## src/rtl/sim_mem_arb_pkg.sv

```systemverilog
// Shared types and constants for the simulated-memory arbiter.
// Optional round-robin arbitration is enabled by defining SIM_MEM_ARB_RR_EN.
package sim_mem_arb_pkg;

  typedef enum logic [1:0] {
    StIdle,
    StWait,
    StAccess,
    StResp
  } state_e;

  typedef enum logic [1:0] {
    OwnNone,
    OwnIfu,
    OwnLsu
  } owner_e;

  localparam logic [3:0]  FULL_WMASK = 4'hF;
  localparam int unsigned CNT_W      = 4;
  localparam int unsigned GNT_IFU    = 0;
  localparam int unsigned GNT_LSU    = 1;

endpackage

```

## src/rtl/sim_mem_arb_select.sv

```systemverilog
// Combinational grant selection between IFU and LSU; one-hot {lsu, ifu}.
// SIM_MEM_ARB_RR_EN selects round-robin on conflicts, otherwise LSU has fixed priority.
module sim_mem_arb_select
  import sim_mem_arb_pkg::*;
(
  input  logic       ifu_valid_i,
  input  logic       lsu_valid_i,
  input  logic       idle_i,
  input  owner_e     last_grant_i,
  output logic [1:0] grant_o
);

`ifndef SIM_MEM_ARB_RR_EN
  logic unused_last_grant;
  assign unused_last_grant = ^last_grant_i;
`endif

  always_comb begin
    grant_o = 2'b00;
    if (idle_i) begin
`ifdef SIM_MEM_ARB_RR_EN
      if (ifu_valid_i && lsu_valid_i) begin
        // Conflict: favour whoever was not served last.
        if (last_grant_i == OwnLsu) grant_o[GNT_IFU] = 1'b1;
        else                        grant_o[GNT_LSU] = 1'b1;
      end else if (lsu_valid_i) begin
        grant_o[GNT_LSU] = 1'b1;
      end else if (ifu_valid_i) begin
        grant_o[GNT_IFU] = 1'b1;
      end
`else
      if (lsu_valid_i)      grant_o[GNT_LSU] = 1'b1;
      else if (ifu_valid_i) grant_o[GNT_IFU] = 1'b1;
`endif
    end
  end

endmodule

```

## src/rtl/sim_mem_arbiter.sv

```systemverilog
// Serialises IFU and LSU accesses onto one simulated-memory port with injected latency.
// Define SIM_MEM_ARB_RR_EN for round-robin arbitration instead of fixed LSU priority.
module sim_mem_arbiter
  import sim_mem_arb_pkg::*;
#(
  parameter int unsigned XLEN    = 32,
  parameter int unsigned LATENCY = 2
) (
  input  logic            clock,
  input  logic            reset,
  input  logic            ifu_req_valid,
  output logic            ifu_req_ready,
  input  logic [XLEN-1:0] ifu_req_addr,
  output logic            ifu_resp_valid,
  input  logic            ifu_resp_ready,
  output logic [31:0]     ifu_resp_data,
  input  logic            lsu_req_valid,
  output logic            lsu_req_ready,
  input  logic [XLEN-1:0] lsu_req_addr,
  input  logic            lsu_req_wen,
  input  logic [XLEN-1:0] lsu_req_wdata,
  input  logic [3:0]      lsu_req_wmask,
  output logic            lsu_resp_valid,
  input  logic            lsu_resp_ready,
  output logic [XLEN-1:0] lsu_resp_data,
  output logic            mem_valid,
  output logic [XLEN-1:0] mem_addr,
  output logic            mem_wen,
  output logic [XLEN-1:0] mem_wdata,
  output logic [3:0]      mem_wmask,
  input  logic [XLEN-1:0] mem_rdata
);

  state_e           state_q;
  owner_e           owner_q;
  owner_e           last_grant;
  logic [CNT_W-1:0] cnt_q;
  logic [XLEN-1:0]  addr_q;
  logic [XLEN-1:0]  wdata_q;
  logic [XLEN-1:0]  resp_data_q;
  logic [3:0]       wmask_q;
  logic             wen_q;
  logic             mem_valid_q;
  logic             ifu_resp_valid_q;
  logic             lsu_resp_valid_q;
  logic             idle;
  logic [1:0]       grant;
  logic             ifu_hs;
  logic             lsu_hs;
  logic             resp_hs;

  // Gated by reset so no requester sees ready while reset is held.
  assign idle = (state_q == StIdle) && !reset;

  sim_mem_arb_select u_select (
    .ifu_valid_i  (ifu_req_valid),
    .lsu_valid_i  (lsu_req_valid),
    .idle_i       (idle),
    .last_grant_i (last_grant),
    .grant_o      (grant)
  );

  assign ifu_req_ready = grant[GNT_IFU];
  assign lsu_req_ready = grant[GNT_LSU];
  assign ifu_hs        = ifu_req_valid && ifu_req_ready;
  assign lsu_hs        = lsu_req_valid && lsu_req_ready;
  assign resp_hs       = (ifu_resp_valid_q && ifu_resp_ready) ||
                         (lsu_resp_valid_q && lsu_resp_ready);

`ifdef SIM_MEM_ARB_RR_EN
  owner_e last_grant_q;
  always_ff @(posedge clock) begin
    if (reset) begin
      last_grant_q <= OwnIfu;
    end else if (lsu_hs) begin
      last_grant_q <= OwnLsu;
    end else if (ifu_hs) begin
      last_grant_q <= OwnIfu;
    end
  end
  assign last_grant = last_grant_q;
`else
  assign last_grant = OwnIfu;
`endif

  always_ff @(posedge clock) begin
    if (reset) begin
      state_q          <= StIdle;
      owner_q          <= OwnNone;
      cnt_q            <= '0;
      addr_q           <= '0;
      wdata_q          <= '0;
      wmask_q          <= '0;
      wen_q            <= 1'b0;
      resp_data_q      <= '0;
      mem_valid_q      <= 1'b0;
      ifu_resp_valid_q <= 1'b0;
      lsu_resp_valid_q <= 1'b0;
    end else begin
      case (state_q)
        StIdle: begin
          if (lsu_hs) begin
            owner_q <= OwnLsu;
            addr_q  <= lsu_req_addr;
            wen_q   <= lsu_req_wen;
            wdata_q <= lsu_req_wdata;
            wmask_q <= lsu_req_wmask;
          end else if (ifu_hs) begin
            owner_q <= OwnIfu;
            addr_q  <= ifu_req_addr;
            wen_q   <= 1'b0;
            wdata_q <= '0;
            wmask_q <= FULL_WMASK;
          end
          if (lsu_hs || ifu_hs) begin
            cnt_q <= CNT_W'(LATENCY);
            if (LATENCY > 0) begin
              state_q <= StWait;
            end else begin
              state_q     <= StAccess;
              mem_valid_q <= 1'b1;
            end
          end
        end
        StWait: begin
          cnt_q <= cnt_q - 1'b1;
          if (cnt_q <= 1) begin
            state_q     <= StAccess;
            mem_valid_q <= 1'b1;
          end
        end
        StAccess: begin
          mem_valid_q      <= 1'b0;
          resp_data_q      <= wen_q ? '0 : mem_rdata;
          ifu_resp_valid_q <= (owner_q == OwnIfu);
          lsu_resp_valid_q <= (owner_q == OwnLsu);
          state_q          <= StResp;
        end
        StResp: begin
          if (resp_hs) begin
            ifu_resp_valid_q <= 1'b0;
            lsu_resp_valid_q <= 1'b0;
            resp_data_q      <= '0;
            owner_q          <= OwnNone;
            state_q          <= StIdle;
          end
        end
        default: state_q <= StIdle;
      endcase
    end
  end

  assign mem_valid      = mem_valid_q;
  assign mem_addr       = addr_q & ~XLEN'(3);
  assign mem_wen        = wen_q;
  assign mem_wdata      = wdata_q;
  assign mem_wmask      = wmask_q;
  assign ifu_resp_valid = ifu_resp_valid_q;
  assign lsu_resp_valid = lsu_resp_valid_q;
  assign ifu_resp_data  = ifu_resp_valid_q ? resp_data_q[31:0] : 32'h0;
  assign lsu_resp_data  = lsu_resp_valid_q ? resp_data_q : '0;

endmodule

```

## config.mk

```make
export PLATFORM = sky130hd
export DESIGN_NAME = sim_mem_arbiter
export DESIGN_NICKNAME = d
export VERILOG_FILES = /design/src/rtl/sim_mem_arb_pkg.sv /design/src/rtl/sim_mem_arb_select.sv /design/src/rtl/sim_mem_arbiter.sv
export SDC_FILE = /design/constraint.sdc
export NUM_CORES = 1
export LEC_CHECK = 0
export CORE_ASPECT_RATIO = 2
export CORE_MARGIN = 2
export CORE_UTILIZATION = 40
export DETAILED_ROUTE_END_ITERATION = 8
export PLACE_DENSITY_LB_ADDON = 0.08
export SLEW_MARGIN = 20
export SYNTH_ARGS = -nofsm -noshare
export SYNTH_HDL_FRONTEND = slang
export SYNTH_SLANG_ARGS = --single-unit
```

## constraint.sdc

```tcl
create_clock -name clock -period 2.6 [get_ports clock]
set_input_delay 0.26 -clock clock [delete_from_list [all_inputs] [get_ports clock]]
set_output_delay 0.26 -clock clock [all_outputs]
set_load 0.02 [all_outputs]
```

# [Yosys cells after proc, flatten, opt, wreduce, memory -nomap -nowiden]
# Cells that the tools add are included.
[op_classes] eq_ne=9 mux=31 magnitude_cmp=1 reduce_logical=20 add_sub_neg=1
[op_table] cell="$mux W32" count=8
[op_table] cell="$pmux W32 S2" count=1
[op_table] cell="$mux W2" count=6
[op_table] cell="$mux W4" count=3
[op_table] cell="$reduce_bool A2 Y1" count=5
[op_table] cell="$pmux W2 S4" count=1
[op_table] cell="$pmux W4 S2" count=1
[op_table] cell="$reduce_and A2 Y1" count=4
[op_table] cell="$mux W1" count=7
[op_table] cell="$eq A2 B2 Y1 const B" count=3
[op_table] cell="$pmux W1 S2" count=3
[op_table] cell="$reduce_and A3 Y1" count=2
[op_table] cell="$logic_and A1 B1 Y1" count=5
[op_table] cell="$eq A2 B1 Y1 const B" count=2
[op_table] cell="$le A4 B1 Y1 const B" count=1
[op_table] cell="$ne A2 B2 Y1 const B" count=2
[op_table] cell="$pmux W2 S2" count=1
[op_table] cell="$sub A4 B1 Y4 const B" count=1
[op_table] cell="$ne A3 B3 Y1 const B" count=1
[op_table] cell="$logic_not A2 Y1" count=1
[op_table] cell="$logic_or A1 B1 Y1" count=2
[op_table] cell="$ne A2 B1 Y1 const B" count=1
[op_table] cell="$logic_not A1 Y1" count=1
[totals] in_bits=139 out_inout_bits=138 register_bits=112

# [Longest topological paths before layout]
[logic_depth] depth_word=7 depth_mapped=8

# [Cells and area by module]
# From an unflattened synthesis, not the netlist that was laid out.
[unflattened] hier_cells=579 area_unflattened_um2=5019.8
[by_module_without_submodules] mod="sim_mem_arbiter" cells_per_inst=577 seq_area_each_um2=2202.1 instances=1 area_each_um2=5003.5
[by_module_without_submodules] mod="sim_mem_arb_select" cells_per_inst=2 seq_area_each_um2=0.0 instances=1 area_each_um2=16.3

# [Least setup slack after synthesis]
# Ideal clock, no wire load.
[synth_timing] path_kind="register -> register" startpoint="reg state_q[0]" endpoint="reg wdata_q[0] (netlist: mem_wdata[0])" setup_ns=0.065 synth_period_minus_slack_ns=1.620 path_slack_ns=0.980 stages_incl_launch_ff=8 required_ns=2.535 arrival_ns=1.554 cell_sequence="dfxtp_1 -> inv_1 -> ha_1 -> nand3b_1 -> inv_2 -> buf_1 -> a22oi_1 -> nor2_1"
[synth_between] elab_chain_len=6
[synth_lines] item="start: declaration" line_no="sim_mem_arbiter.sv:34" source="state_e state_q;"
[synth_lines] item="start signal: assignment" line_no="sim_mem_arbiter.sv:88" source="state_q <= StIdle;"
[synth_lines] item="start signal: assignment" line_no="sim_mem_arbiter.sv:118" source="state_q <= StWait;"
[synth_lines] item="start signal: assignment" line_no="sim_mem_arbiter.sv:120" source="state_q <= StAccess;"
[synth_lines] item="$logic_not A2 Y1 *" line_no="sim_mem_arbiter.sv:53" source="assign idle = (state_q == StIdle) && !reset;"
[synth_lines] item="$logic_and A1 B1 Y1 *" line_no="sim_mem_arbiter.sv:53"
[synth_lines] item="$mux W2 *" line_no="sim_mem_arb_select.sv:20" source="if (idle_i) begin"
[synth_lines] item="named net lsu_req_ready" line_no="sim_mem_arbiter.sv:18" source="output logic lsu_req_ready,"
[synth_lines] item="$logic_and A1 B1 Y1 *" line_no="sim_mem_arbiter.sv:66" source="assign lsu_hs = lsu_req_valid && lsu_req_ready;"
[synth_lines] item="$reduce_bool A2 Y1 (no line)"
[synth_lines] item="$reduce_and A2 Y1 (no line)"
[synth_lines] item="end signal: assignment" line_no="sim_mem_arbiter.sv:106" source="wdata_q <= lsu_req_wdata;"
[synth_lines] item="end: declaration" line_no="sim_mem_arbiter.sv:39" source="logic [XLEN-1:0] wdata_q;"
# Mark *: on every way through the listed nets, which the timed path passes. The rest lies on a longest branch.
# A chain may end at the register's enable or synchronous reset.

# [Worst setup path after layout]
[layout_timing] startpoint="reg state_q[0]" endpoint="out ifu_req_ready"
[layout_between] elab_chain_len=3
[layout_lines] item="$logic_not A2 Y1" line_no="sim_mem_arbiter.sv:53"
[layout_lines] item="$logic_and A1 B1 Y1" line_no="sim_mem_arbiter.sv:53"
[layout_lines] item="$mux W2" line_no="sim_mem_arb_select.sv:20"
[layout_lines] item="end: declaration" line_no="sim_mem_arbiter.sv:12" source="output logic ifu_req_ready,"
# No other way between the ends.

==> impl_metrics.csv <==
group,metric,value,unit
status,outcome,"finished, final reports clean",
placement,io_buffers,270,
floorplan,die_h,159.1,um
timing,hold-worst-slack,0.4592,ns
cells_and_area,final_util,66.87,%
timing,rsz0062_at_grt,"no",
floorplan,ios,277,
placement,gp_congestion,0.7741,
cts,cts_hold_buf,0,
placement,hpwl,11.26,mm
timing,relSlewSlack,45.29,%
floorplan,start_util,41.12,%
flow_run,max_cap_violations,0,
timing,finalHoldViolCount,0,
synth,syn-mean-instance-area,8.686,sq um
cts,cts_resized,0,
pwr,power_frac_seq,38.4,%
cells_and_area,fin_nets,945,
global_route,grtUsageTotal,22.93,%
drt,vias,4889,
synth,synthArstFlopShare,0,%
critical_path,cp_data_required_time,2.34,ns
critical_path,worstSetupEndpointType,"output pin",
synth,synthMuxAreaShare,6.032,%
cts,clock-sinks,110,
timing,tightest_slew,0.8187,ns
critical_path,crit_path_cell_trace,"inv_1 -> ha_1 -> and4bb_2 -> clkdlybuf4s50_1",
synth,ys_seq_area_share,45.76,%
synth,postSynthCellCount,554,
cells_and_area,fin_cells,949,
floorplan,fp-row-count,56,
synth,synthTopCellsByArea,"dfxtp_1 (46%), and2_1 (8.5%), mux2i_1 (6.0%)",
synth,synth.most_common_cell,"dfxtp_1",
synth,synth_flop_cell,"dfxtp_1",
drt,first_pass_iters,4,
cts,cts-buffers-inserted,9,
timing,slew_violations,0,
cells_and_area,area_growth,62.61,%
timing,finalSetupViolations,0,
cells_and_area,nFillCells,1001,
synth,synth-xor-area-share,0,%
synth,netlist_area,4812,sq um
synth,yosysTopAreaCellShare,45.76,%
synth,synth-simple-area-share,23.37,%
synth,synth_top_family_by_area,"simple AND/OR/NAND/NOR gates",
cts,clock_latency,0.34,ns
global_route,antenna_found_initial,0,
pwr,p_int,3.829,mW
critical_path,slowest_delay,0.66,ns
pwr,p_switching,2.150,mW
global_route,gr-total-overflow,0,
global_route,grt_first_pass_wirelength,23.36,mm
synth,yosysUniqueCellTypes,41,
critical_path,start_kind,"flip-flop",
synth,synth_compound_area_share,16.85,%
critical_path,critPathTopFamily,"buffers and inverters",
timing,setup_tns,0,ns
critical_path,crit_fanout,7,
synth,yosysWarnings,0,
critical_path,crit_buf_inv,2,
synth,yosys.area_share.adder,1.820,%
drt,wire_per_inst,16.09,um
cts,cts_tree,"done",
global_route,grt_pass1_vias,4686,
timing,min_period,2.338,ns
pwr,ir_worst_vdd,0.6086,mV
drt,vias_per_cell,5.152,
placement,dp.cells,933,
critical_path,worstPathArrival,2.08,ns
synth,synth_edf_count,0,
drt,wirelength,15.27,mm
pwr,power_frac_comb,37.9,%
cts,root_buffer,"clkbuf_16",
pwr,switching_share,35.96,%
cts,clockBufferDepth,2,
critical_path,cp_slowest_cell,"clkdlybuf4s50_1",
pwr,p_leak,2.817,nW
pwr,pwr-share-clk,23.7,%
timing,finalCritPeriodShare,89.93,%
timing,fmax,427.7,MHz
drt,drc_errors,0,
cts,post_cts_buffers,0,
floorplan,die_area,12980,sq um
floorplan,coreArea,11700,sq um
cells_and_area,drive_gt1_share,4.353,%
hold_path,hold_path.class,"reg -> reg",
cts,h-tree-depth,3,
cts,clk_pin_slew,0.07,ns
drt,drtIter0Drc,213,
critical_path,path_class,"reg -> out",
synth,synth_top_area_cell,"dfxtp_1",
pwr,power_density,764.2,nW/um^2
global_route,grt_max_degree,66,
floorplan,fp.dieW,81.56,um
drt,antenna_left,0,
timing,skew,0.009013,ns
synth,synth_commonest_cells,"dfxtp_1 (110), nor2_1 (72), and2_1 (65)",
cells_and_area,diodes,0,
synth,ys_seq_elements,110,
[cell families (layout without fill, tap and decap cells)]
logic type,Yosys count,after routing
AND/OR/NAND/NOR,228,228
other,1,2
flip-flops,110,110
AO/OA/AOI/OAI,123,123
adder cells (fa/ha/maj),7,7
multiplexers,29,29
buffers and inverters,56,305
[through the flow]
stage               power (mW)  setup slack (ns)  cell area (sq um)
CTS                      6.028            0.2331               7825
global route             6.325            0.1441               7825
finish                   5.980            0.2618               7825
global placement         4.499            0.3472               7520
floorplan                3.715            0.9804               4816
detailed placement       4.596            0.3106               7520
[area by class of cell]
cell class | count | area [sq um] | share of cell area, %
Timing Repair Buffer | 281 | 2783 | 35.56
Tap cell | 145 | 181.4 | 2.319
Clock buffer | 10 | 229.0 | 2.926
Multi-Input combinational cell | 389 | 2323 | 29.69
Inverter | 8 | 30.03 | 0.3838
Sequential cell | 110 | 2202 | 28.14
Clock inverter | 6 | 76.32 | 0.9754
[routing by layer]
| metal | vias to the layer above | global-route usage (%) | wire (um) |
|---|---|---|---|
| met4 | 0 | 9.630 | 506 |
| met2 | 183 | 42.10 | 8291 |
| li1 | 2398 | - | - |
| met5 | - | 0 | 0 |
| met3 | 30 | 5.385 | 1064 |
| met1 | 2278 | 23.75 | 5404 |
[layout by cell type (no fill, tap or decap), drive strengths merged, types with 3 or more instances in the layout]
cell type      count
mux2i             29
buf               12
nand3             34
clkdlybuf4s50    269
and2              65
nand2             38
dfxtp            110
inv               11
o21ai              5
a211oi            30
o22ai              4
clkbuf            10
a21oi             41
ha                 7
nand2b             3
a22oi             35
nor2              73
[registers in the layout (all words and copies together), names as in the netlist, 2 cells and up]
register,cells
resp_data_q,32
addr_q,30
mem_wmask,4
owner_q,2
mem_wdata,32
cnt_q,4
state_q,2
[power groups by stage]
stage                     sequential (mW)  combinational [mW]  clock (mW)
after floorplan                      2.49                1.22           0
after global placement               2.30                2.19           0
after detailed placement             2.33                2.27           0
after CTS                            2.29                2.29        1.45
after global routing                 2.34                2.48        1.51
final                                2.30                2.27        1.42
[worst reg2reg max path, cell delays in order, from the launching register on]
cell      delay [ns]
dfxtp_1         0.39
inv_1           0.11
ha_1            0.27
and4bb_2        0.31
nor2_4          0.66
a21boi_1        0.17
o32ai_1         0.25
[worst paths after layout]
path | slack (ns) | endpoint | cells past startpoint | start
worst max-delay path | 0.26 | ifu_req_ready | 4 | state_q[0]
worst min register to register | 0.46 | addr_q[30] | 2 | addr_q[30]
worst min-delay path | 0.46 | addr_q[30] | 2 | addr_q[30]
worst max register to register | 0.35 | owner_q[1] | 6 | state_q[0]
(Power assumes the default switching activity.)
